$ cat src/rtl/decode_issue_queue_pkg.sv
// Shared layout and helpers for the decode-to-execute issue queue.
// Entries are stored flat: CTRL | RS1 addr | RS2 addr | RS1 data | RS2 data.
package decode_issue_queue_pkg;

  localparam int ZERO_REG = 0;

  function automatic int clog2(input int n);
    int r;
    r = 0;
    while ((1 << r) < n) r++;
    return r;
  endfunction

  function automatic int ctrl_lsb();
    return 0;
  endfunction

  function automatic int rs1a_lsb(input int cw);
    return cw;
  endfunction

  function automatic int rs2a_lsb(input int cw, input int aw);
    return cw + aw;
  endfunction

  function automatic int rs1d_lsb(input int cw, input int aw);
    return cw + 2 * aw;
  endfunction

  function automatic int rs2d_lsb(
    input int cw,
    input int aw,
    input int xl
  );
    return cw + 2 * aw + xl;
  endfunction

  function automatic int entry_width(
    input int cw,
    input int aw,
    input int xl
  );
    return cw + 2 * aw + 2 * xl;
  endfunction

endpackage

$ cat src/rtl/decode_issue_queue_entry.sv
// One queue slot: captured instruction plus write-back snoop on both sources.
// A write takes priority over snooping; a pushed operand forwards WB_DATA.
module decode_queue_entry
  import decode_issue_queue_pkg::*;
#(
  parameter int XLEN = 32,
  parameter int REG_ADDR_WIDTH = 5,
  parameter int CTRL_WIDTH = 64,
  localparam int EW = entry_width(CTRL_WIDTH, REG_ADDR_WIDTH, XLEN)
) (
  input  logic                      clk,
  input  logic                      rst,
  input  logic                      clear,
  input  logic                      write,
  input  logic                      consume,
  input  logic [EW-1:0]             write_data,
  input  logic                      wb_enable,
  input  logic [REG_ADDR_WIDTH-1:0] wb_address,
  input  logic [XLEN-1:0]           wb_data,
  output logic                      valid,
  output logic [EW-1:0]             data
);

  localparam int A1 = rs1a_lsb(CTRL_WIDTH);
  localparam int A2 = rs2a_lsb(CTRL_WIDTH, REG_ADDR_WIDTH);
  localparam int D1 = rs1d_lsb(CTRL_WIDTH, REG_ADDR_WIDTH);
  localparam int D2 = rs2d_lsb(CTRL_WIDTH, REG_ADDR_WIDTH, XLEN);
  localparam int AW = REG_ADDR_WIDTH;

  logic          valid_q;
  logic [EW-1:0] data_q;
  logic [EW-1:0] fwd_data;
  logic [EW-1:0] snoop_data;
  logic          wb_live;

  assign wb_live = wb_enable
    && (wb_address != AW'(ZERO_REG));

  always_comb begin
    fwd_data = write_data;
    if (wb_live && wb_address == write_data[A1+:AW])
      fwd_data[D1+:XLEN] = wb_data;
    if (wb_live && wb_address == write_data[A2+:AW])
      fwd_data[D2+:XLEN] = wb_data;
  end

  always_comb begin
    snoop_data = data_q;
    if (wb_live && wb_address == data_q[A1+:AW])
      snoop_data[D1+:XLEN] = wb_data;
    if (wb_live && wb_address == data_q[A2+:AW])
      snoop_data[D2+:XLEN] = wb_data;
  end

  always_ff @(posedge clk) begin
    if (rst) begin
      valid_q <= 1'b0;
      data_q  <= '0;
    end else if (clear) begin
      valid_q <= 1'b0;
    end else if (write) begin
      valid_q <= 1'b1;
      data_q  <= fwd_data;
    end else begin
      if (consume) valid_q <= 1'b0;
      if (valid_q && !consume) data_q <= snoop_data;
    end
  end

  assign valid = valid_q;
  assign data  = data_q;

endmodule

$ cat src/rtl/decode_issue_queue.sv
// FWFT issue queue between decode and execute with write-back snooping.
// Outputs are zeroed while empty so a bubble behaves as a NOP.
module decode_issue_queue
  import decode_issue_queue_pkg::*;
#(
  parameter int XLEN = 32,
  parameter int REG_ADDR_WIDTH = 5,
  parameter int CTRL_WIDTH = 64,
  parameter int DEPTH = 2,
  localparam int PW = clog2(DEPTH),
  localparam int CW = PW + 1
) (
  input  logic                      CLK,
  input  logic                      RST,
  input  logic                      FLUSH,
  input  logic                      IN_VALID,
  output logic                      IN_READY,
  input  logic [CTRL_WIDTH-1:0]     IN_CTRL,
  input  logic [REG_ADDR_WIDTH-1:0] IN_RS1_ADDRESS,
  input  logic [REG_ADDR_WIDTH-1:0] IN_RS2_ADDRESS,
  input  logic [XLEN-1:0]           IN_RS1_DATA,
  input  logic [XLEN-1:0]           IN_RS2_DATA,
  input  logic                      WB_ENABLE,
  input  logic [REG_ADDR_WIDTH-1:0] WB_ADDRESS,
  input  logic [XLEN-1:0]           WB_DATA,
  output logic                      OUT_VALID,
  input  logic                      OUT_READY,
  output logic [CTRL_WIDTH-1:0]     OUT_CTRL,
  output logic [REG_ADDR_WIDTH-1:0] OUT_RS1_ADDRESS,
  output logic [REG_ADDR_WIDTH-1:0] OUT_RS2_ADDRESS,
  output logic [XLEN-1:0]           OUT_RS1_DATA,
  output logic [XLEN-1:0]           OUT_RS2_DATA,
  output logic [CW-1:0]             OCCUPANCY
);

  localparam int EW = entry_width(CTRL_WIDTH, REG_ADDR_WIDTH, XLEN);
  localparam int A1 = rs1a_lsb(CTRL_WIDTH);
  localparam int A2 = rs2a_lsb(CTRL_WIDTH, REG_ADDR_WIDTH);
  localparam int D1 = rs1d_lsb(CTRL_WIDTH, REG_ADDR_WIDTH);
  localparam int D2 = rs2d_lsb(CTRL_WIDTH, REG_ADDR_WIDTH, XLEN);
  localparam int C0 = ctrl_lsb();

  logic [PW-1:0] wptr_q;
  logic [PW-1:0] rptr_q;
  logic [CW-1:0] count_q;
  logic          push;
  logic          pop;
  logic          not_empty;
  logic [EW-1:0] in_data;
  logic [EW-1:0] head;
  logic [EW-1:0] ent_data [DEPTH];
  logic          ent_valid [DEPTH];

  assign IN_READY  = (count_q != CW'(DEPTH));
  assign not_empty = (count_q != '0) && ent_valid[rptr_q];
  assign OUT_VALID = not_empty;
  assign push      = IN_VALID && IN_READY && !FLUSH;
  assign pop       = not_empty && OUT_READY;
  assign OCCUPANCY = count_q;

  assign in_data = {IN_RS2_DATA, IN_RS1_DATA,
                    IN_RS2_ADDRESS, IN_RS1_ADDRESS,
                    IN_CTRL};

  for (genvar i = 0; i < DEPTH; i++) begin : g_ent
    decode_queue_entry #(
      .XLEN           (XLEN),
      .REG_ADDR_WIDTH (REG_ADDR_WIDTH),
      .CTRL_WIDTH     (CTRL_WIDTH)
    ) u_entry (
      .clk        (CLK),
      .rst        (RST),
      .clear      (FLUSH),
      .write      (push && wptr_q == PW'(i)),
      .consume    (pop && rptr_q == PW'(i)),
      .write_data (in_data),
      .wb_enable  (WB_ENABLE),
      .wb_address (WB_ADDRESS),
      .wb_data    (WB_DATA),
      .valid      (ent_valid[i]),
      .data       (ent_data[i])
    );
  end

  assign head = not_empty ? ent_data[rptr_q] : '0;

  assign OUT_CTRL        = head[C0+:CTRL_WIDTH];
  assign OUT_RS1_ADDRESS = head[A1+:REG_ADDR_WIDTH];
  assign OUT_RS2_ADDRESS = head[A2+:REG_ADDR_WIDTH];
  assign OUT_RS1_DATA    = head[D1+:XLEN];
  assign OUT_RS2_DATA    = head[D2+:XLEN];

  always_ff @(posedge CLK) begin
    if (RST || FLUSH) begin
      wptr_q  <= '0;
      rptr_q  <= '0;
      count_q <= '0;
    end else begin
      if (push) wptr_q <= wptr_q + 1'b1;
      if (pop)  rptr_q <= rptr_q + 1'b1;
      count_q <= count_q + CW'(push) - CW'(pop);
    end
  end

endmodule

$ cat config.mk
export PLATFORM = sky130hd
export DESIGN_NAME = decode_issue_queue
export DESIGN_NICKNAME = d
export VERILOG_FILES = /design/src/rtl/decode_issue_queue_pkg.sv /design/src/rtl/decode_issue_queue_entry.sv /design/src/rtl/decode_issue_queue.sv
export SDC_FILE = /design/constraint.sdc
export NUM_CORES = 1
export LEC_CHECK = 0
export BUFFER_PORTS_ARGS = -buffer_cell sky130_fd_sc_hd__buf_2
export CORE_MARGIN = 10
export CORE_UTILIZATION = 50
export CTS_CLUSTER_DIAMETER = 200
export DETAILED_ROUTE_END_ITERATION = 8
export GPL_ROUTABILITY_DRIVEN = 0
export PLACE_DENSITY = 0.75
export SYNTH_ARGS = -nofsm -noshare
export SYNTH_HDL_FRONTEND = slang
export SYNTH_HIERARCHICAL = 1
export SYNTH_SLANG_ARGS = --single-unit
$ cat constraint.sdc
create_clock -name CLK -period 2.8 [get_ports CLK]
set_clock_uncertainty 0.05 [all_clocks]
set_input_delay 0.7 -clock CLK [delete_from_list [all_inputs] [get_ports CLK]]
set_output_delay 0.7 -clock CLK [all_outputs]
set_load 0.05 [all_outputs]
Yosys cells after proc, flatten, opt, wreduce, memory -nomap -nowiden. Index checks and enable logic that the tools add are counted.

Add/sub/neg operators: 4. Magnitude comparators: 1. Equal/unequal tests: 7. Multiplexer cells: 21. Bitwise gates (word level): 4. Reductions and logical operators: 38.

Operators with widths (number): $mux W138 (8); $mux W32 (6); $eq A5 B5 Y1 (6); $reduce_bool A2 Y1 (9); $logic_and A1 B1 Y1 (17); $reduce_and A3 Y1 (4); $mux W1 (7); $reduce_bool A5 Y1 (1); $reduce_and A2 Y1 (2); $logic_not A1 Y1 (3); $not A1 Y1 (3); $add A1 B1 Y1 const B (2); $add A2 B1 Y2 (1); $ge A2 B2 Y1 const B (1); $ne A2 B2 Y1 const B (1); $not A1 Y2 (1); $reduce_or A2 Y1 (1); $sub A2 B1 Y2 (1); $logic_or A1 B1 Y1 (1).

Flip-flop bits (word level): 282. Bits of input ports: 181. Output and inout bits: 142. Logic and storage cells: 86.

Depth between registers and ports, before layout.
Word-level depth: 11. Depth in mapped cells: 11. Depth with buffers taken out: 8.

By module. Netlist, hierarchy kept.

Modules (own cells, without submodules): decode_queue_entry (times used 2, cells each 757, area an instance 6095.8 µm², seq. area each 2782.7 µm²); decode_issue_queue (times used 1, cells each 335, area an instance 2311.0 µm², seq. area each 80.1 µm²).

Least setup slack after synthesis. OpenSTA, ideal clock, no wires.

Path type: reg2reg. From: reg count_q[0] (netlist: OCCUPANCY[0]). To: reg g_ent[1].u_entry.data_q[64]. Library setup time: 70 ps. Arrival: 2749 ps. Data required time: 2680 ps. Setup slack: -70 ps. Stages on the path, launching flop included: 10. Buffers on the path: 2. Clock period less this slack: 2870 ps. Cells stage by stage: dfxtp_1 -> nand2b_1 -> nand3b_1 -> nor2_1 -> inv_1 -> nor2_1 -> clkbuf_1 -> clkbuf_1 -> nand2_1 -> a21oi_1.

Word-level cells in the longest chain between the ends: 5. Elaborated cells between the ends (all ways): 6. Classes of those cells: eq/ne (1); mux (1); reduce/logical (4).

Ends and longest elaborated chain: from (decl) (line decode_issue_queue.sv:45) `logic [CW-1:0] count_q;`; from (signal assigned) (line decode_issue_queue.sv:101) `count_q <= count_q + CW'(push) - CW'(pop);`; $ne A2 B2 Y1 (*) (line decode_issue_queue.sv:54) `assign IN_READY = (count_q != CW'(DEPTH));`; net IN_READY (line decode_issue_queue.sv:17) `output logic IN_READY,`; $logic_and A1 B1 Y1 (*) (2 in series) (line decode_issue_queue.sv:57) `assign push = IN_VALID && IN_READY && !FLUSH;`; $logic_and A1 B1 Y1 (*) (line decode_issue_queue.sv:74) `.write (push && wptr_q == PW'(i)),`; $mux W138 / $reduce_and A2 Y1 (equally long branches); to (signal assigned) (line decode_issue_queue_entry.sv:63) `data_q <= fwd_data;`; to (signal assigned) (line decode_issue_queue_entry.sv:66) `if (valid_q && !consume) data_q <= snoop_data;`; to (decl) (line decode_issue_queue_entry.sv:31) `logic [EW-1:0] data_q;`.

Mark *: on every way through the listed nets, which the timed path passes. The rest lies on a longest branch. A chain may end at the register's enable or synchronous reset.

Worst setup path after layout.
From: reg rptr_q. To: out OUT_CTRL[40].

Word-level cells in the longest chain between the ends: 6. Elaborated cells between the ends (all ways): 9. Classes of those cells: mux (7); bitwise (1); reduce/logical (1).

Ends and longest elaborated chain: from (decl) (line decode_issue_queue.sv:44) `logic [PW-1:0] rptr_q;`; from (signal assigned) (line decode_issue_queue.sv:100) `if (pop) rptr_q <= rptr_q + 1'b1;`; $not A1 Y2 (implied by the code) (*) (line decode_issue_queue.sv:55, decode_issue_queue.sv:85); $mux W1 (implied by the code) (3 in series) (line decode_issue_queue.sv:55) `assign not_empty = (count_q != '0) && ent_valid[rptr_q];`; $logic_and A1 B1 Y1 (line decode_issue_queue.sv:55); $mux W138 (*) (line decode_issue_queue.sv:85) `assign head = not_empty ? ent_data[rptr_q] : '0;`; to (decl) (line decode_issue_queue.sv:28) `output logic [CTRL_WIDTH-1:0] OUT_CTRL,`.

Mark *: on every way between the ends. The rest lies on a longest branch, timed or not. The select of a mux whose other input is x is not followed.

==> reports/metrics.csv <==
stage,metric,value,unit
critical_path,WS Path Type,reg2out,
die,I/O Pins,323,
drt,First-pass DRT Iterations,8,
die,num rows,62,
yosys,Compound-Gate Fraction of Synth Area,23.4,%
critical_path,WP data arrival,2.04,ns
timing,Slew @ Worst Pin,1.22,ns
drt,final WL,50.2,mm
global_routing,GRT overflow,0,
cells_and_area,post-layout util,64.4,%
cts,TritonCTS clock tree,built,
die,Initial Utilization,50.7,%
yosys,"count leader, synth",nand2_1,
critical_path,nature of the critical path endpoint,output pin,
yosys,top post-synthesis cells by count,"299 x nand2_1, 282 x dfxtp_1, 279 x a21oi_1",
critical_path,CP Data Required Time,2.05,ns
place,setup slack at placement,-0.245,ns
drt,number of DRC markers in iteration 0,1254,
power,Clk pwr share,43.2,%
cts,Num CTS Buffers,31,
die,die area,36200,µm²
cells_and_area,"Net count, final",2309,
status,status,"complete, no violations",
yosys,Seq cells post-synth,282,
timing,maximum operating frequency,358,MHz
power,Sw Ratio,24.9,%
cells_and_area,Layout area overhead,27.0,%
yosys,Cells after Synth,1849,
hold_path,Hold Path Origin,IN_CTRL[0],
yosys,YS warnings,6,
timing,RSZ-0062 raised after global routing,true,
critical_path,worst reg-to-reg setup slack,0.11,ns
timing,worst rel slew slack,18.5,%
yosys,syn_area_per_cell,7.84,µm²
die,die height,190,µm
place,HPWL after DPL,31.5,mm
yosys,register area share after synthesis,38.9,%
cts,worst-skew pair later-pin latency,0.56,ns
critical_path,Worst Reg-to-Reg Cells,9,
timing,final setup vio count,0,
job,Max-Cap Viols,0,
die,CORE AREA,28600,µm²
global_routing,vias in the first global route,14000,
critical_path,Startpoint Class,flip-flop,
timing,fin crit share,99.7,%
timing,fin crit period,2.79,ns
critical_path,r2r startpoint,OCCUPANCY[1],
cts,root buf cell,clkbuf_16,
cts,clock-pin slew on the worst setup and hold paths,0.06,ns
yosys,share of the synthesized area in the top cell type,38.9,%
power,combinational share of power,9.5,%
power,Sw Pwr,0.00218,W
yosys,largest family of logic cells by synthesized area,compound AO/OA/AOI/OAI gates,
power,Seq pwr share,47.3,%
yosys,XOR/XNOR Fraction of Synth Area,2.66,%
timing,Hold Slack,0.336,ns
hold_path,Worst Hold Path Cells,3,
yosys,Post-synth top flop,dfxtp_1,
yosys,mapped cell area,14500,µm²
global_routing,first-pass GRT wire length,75.1,mm
power,Cell Pwr Density,475,nW/µm²
cts,deepest clock path buffer count,3,
global_routing,total track usage,25.0,%
timing,Fin. Hold Viols,0,
die,die extent in x,190,µm
yosys,Post-Synth Adder-Cell Area,0.0863,%
yosys,Synth area leader,dfxtp_1,
yosys,Simple-Gate Fraction of Synth Area,14.9,%
global_routing,largest net degree at the start of global routing,87,
place,I/O Buffers,322,
critical_path,crit-path max FO,14,
power,Max VDD drop,0.499,mV
cts,H-tree levels,1,
drt,drt drc,0,
cts,CTS Hold Bufs,0,
timing,Final Max Tran Viols,0,
global_routing,initial antenna violation count,16,
place,placed cell areas,16700,µm²
yosys,Post-synth EDFFs,0,
power,P_int,0.00657,W
drt,via-per-instance ratio,5.62,
drt,Routed Antenna Nets,0,
yosys,post-synth cell types,39,
yosys,Area contributors post-synth,"dfxtp_1 39%, a21oi_1 9.6%, mux2i_1 9.5%",
timing,fin worst setup slack,0.00959,ns
power,P_leak,7.32,nW
cells_and_area,layout cells sized above 1,27.4,%
hold_path,Hold Crit Class,in2reg,
cts,clock sink total,282,
hold_path,Hold EP,g_ent[0].u_entry/data[0],
yosys,mux cell area share after synthesis,9.63,%
cells_and_area,fin area,18400,µm²
critical_path,RR Endpoint,g_ent[1].u_entry/data[123],
drt,wire per inst,19.8,µm
yosys,fraction of registers with async set/reset,0,%
drt,routed vias,14300,
yosys,Synthesized Nets,2031,
==> how the worst max path moves through the flow <==
stage | from | endpoint | slack (ns) | depth (start not counted)
finish | rptr_q | OUT_CTRL[40] | 0.01 | 6
global placement | WB_ADDRESS[3] | g_ent[1].u_entry/data[125] | -0.19 | 6
global route | rptr_q | OUT_CTRL[40] | -0.04 | 6
CTS | rptr_q | OUT_RS2_DATA[29] | -0.03 | 5
floorplan | OCCUPANCY[1] | OUT_RS2_DATA[12] | 0.11 | 5
detailed placement | WB_ADDRESS[3] | g_ent[0].u_entry/data[126] | -0.25 | 6
==> worst max-delay path: stages, from the launching register on <==
cell,delay (ns)
dfxtp_4,0.35
mux2_4,0.30
buf_4,0.16
nand2_4,0.19
buf_16,0.19
nor2_1,0.08
buf_4,0.19
==> power by group through the flow <==
| stage | combinational, W | clock (W) | sequential [W] |
|---|---|---|---|
| detailed placement | 0.000796 | 0 | 0.00422 |
| finish | 0.000830 | 0.00378 | 0.00414 |
| floorplan | 0.000442 | 0 | 0.00421 |
| global route | 0.000908 | 0.00399 | 0.00414 |
| global placement | 0.000777 | 0 | 0.00422 |
| CTS | 0.000812 | 0.00382 | 0.00414 |
==> cells in the final DEF (no fill, tap or decap), types with 3 or more instances in the layout <==
cell and instances:
clkbuf_1 9, clkbuf_16 37, diode_2 8, xnor2_1 31, or4_1 4, nor3_1 7
o21ai_0 64, buf_12 20, a221oi_1 24, a21oi_1 277, nor2_1 198, buf_2 249
buf_4 77, nand3_1 7, xor2_1 13, dfxtp_1 281, clkinv_2 5, mux2i_1 135
inv_1 195, o221a_2 64, nor2b_1 3, nor2_2 10, clkbuf_8 6, a221oi_2 40
buf_16 8, nand2_1 298, buf_6 38, a2bb2oi_4 3, nor2_4 4
==> cell type report <==
type	instances	area, µm²
fill	2410	10200
multi-input combinational	1215	7560
clock inverter	7	41.3
inverter	196	736
timing repair buffer	401	3060
clock buffer	45	878
tap	384	480
sequential	282	5650
antenna	8	20.0
==> routing by layer <==
metal  up-vias  share of wire, %  track usage, %
met5         -              0.19               0
met4        14               2.5            8.30
met3       108               9.8            7.63
met2       660                47            40.9
met1      6730                41            30.8
li1       6764                 -               -
==> cell families (layout without fill, tap and decap cells) <==
kind of cell / Yosys count / after routing
AOI/OAI and AO/OA: 481 / 482
xor gates and xnor gates: 44 / 44
adders and majority gates: 1 / 1
buffers and inverters: 354 / 649
DFF: 282 / 282
muxes: 139 / 139
other: 0 / 8
and+or+nand+nor: 548 / 549
==> flip-flops by register name, summed over array words and instances (netlist names) <==
register	cells
g_ent.u_entry/data	276
OCCUPANCY	2
g_ent.u_entry/valid	2
rptr_q	1
wptr_q	1
==> timing repair <==
action	4_1_cts	5_1_grt
pin swaps	0	3
gates resized for setup	99	53
endpoints found under the hold margin	0	0
buffers inserted	6	0
setup endpoints to repair	155	165
gates cloned	3	10
==> per-stage QoR <==
stage                     TNS [ns]  total power (W)  cells
final                            0          0.00875   2538
after global routing         -1.06          0.00904   2535
after CTS                   -0.217          0.00877   2520
after detailed placement    -16.59          0.00502   2459
after global placement      -12.95          0.00499   2459
after floorplan                  0          0.00465   1849
(Power assumes the default switching activity.)
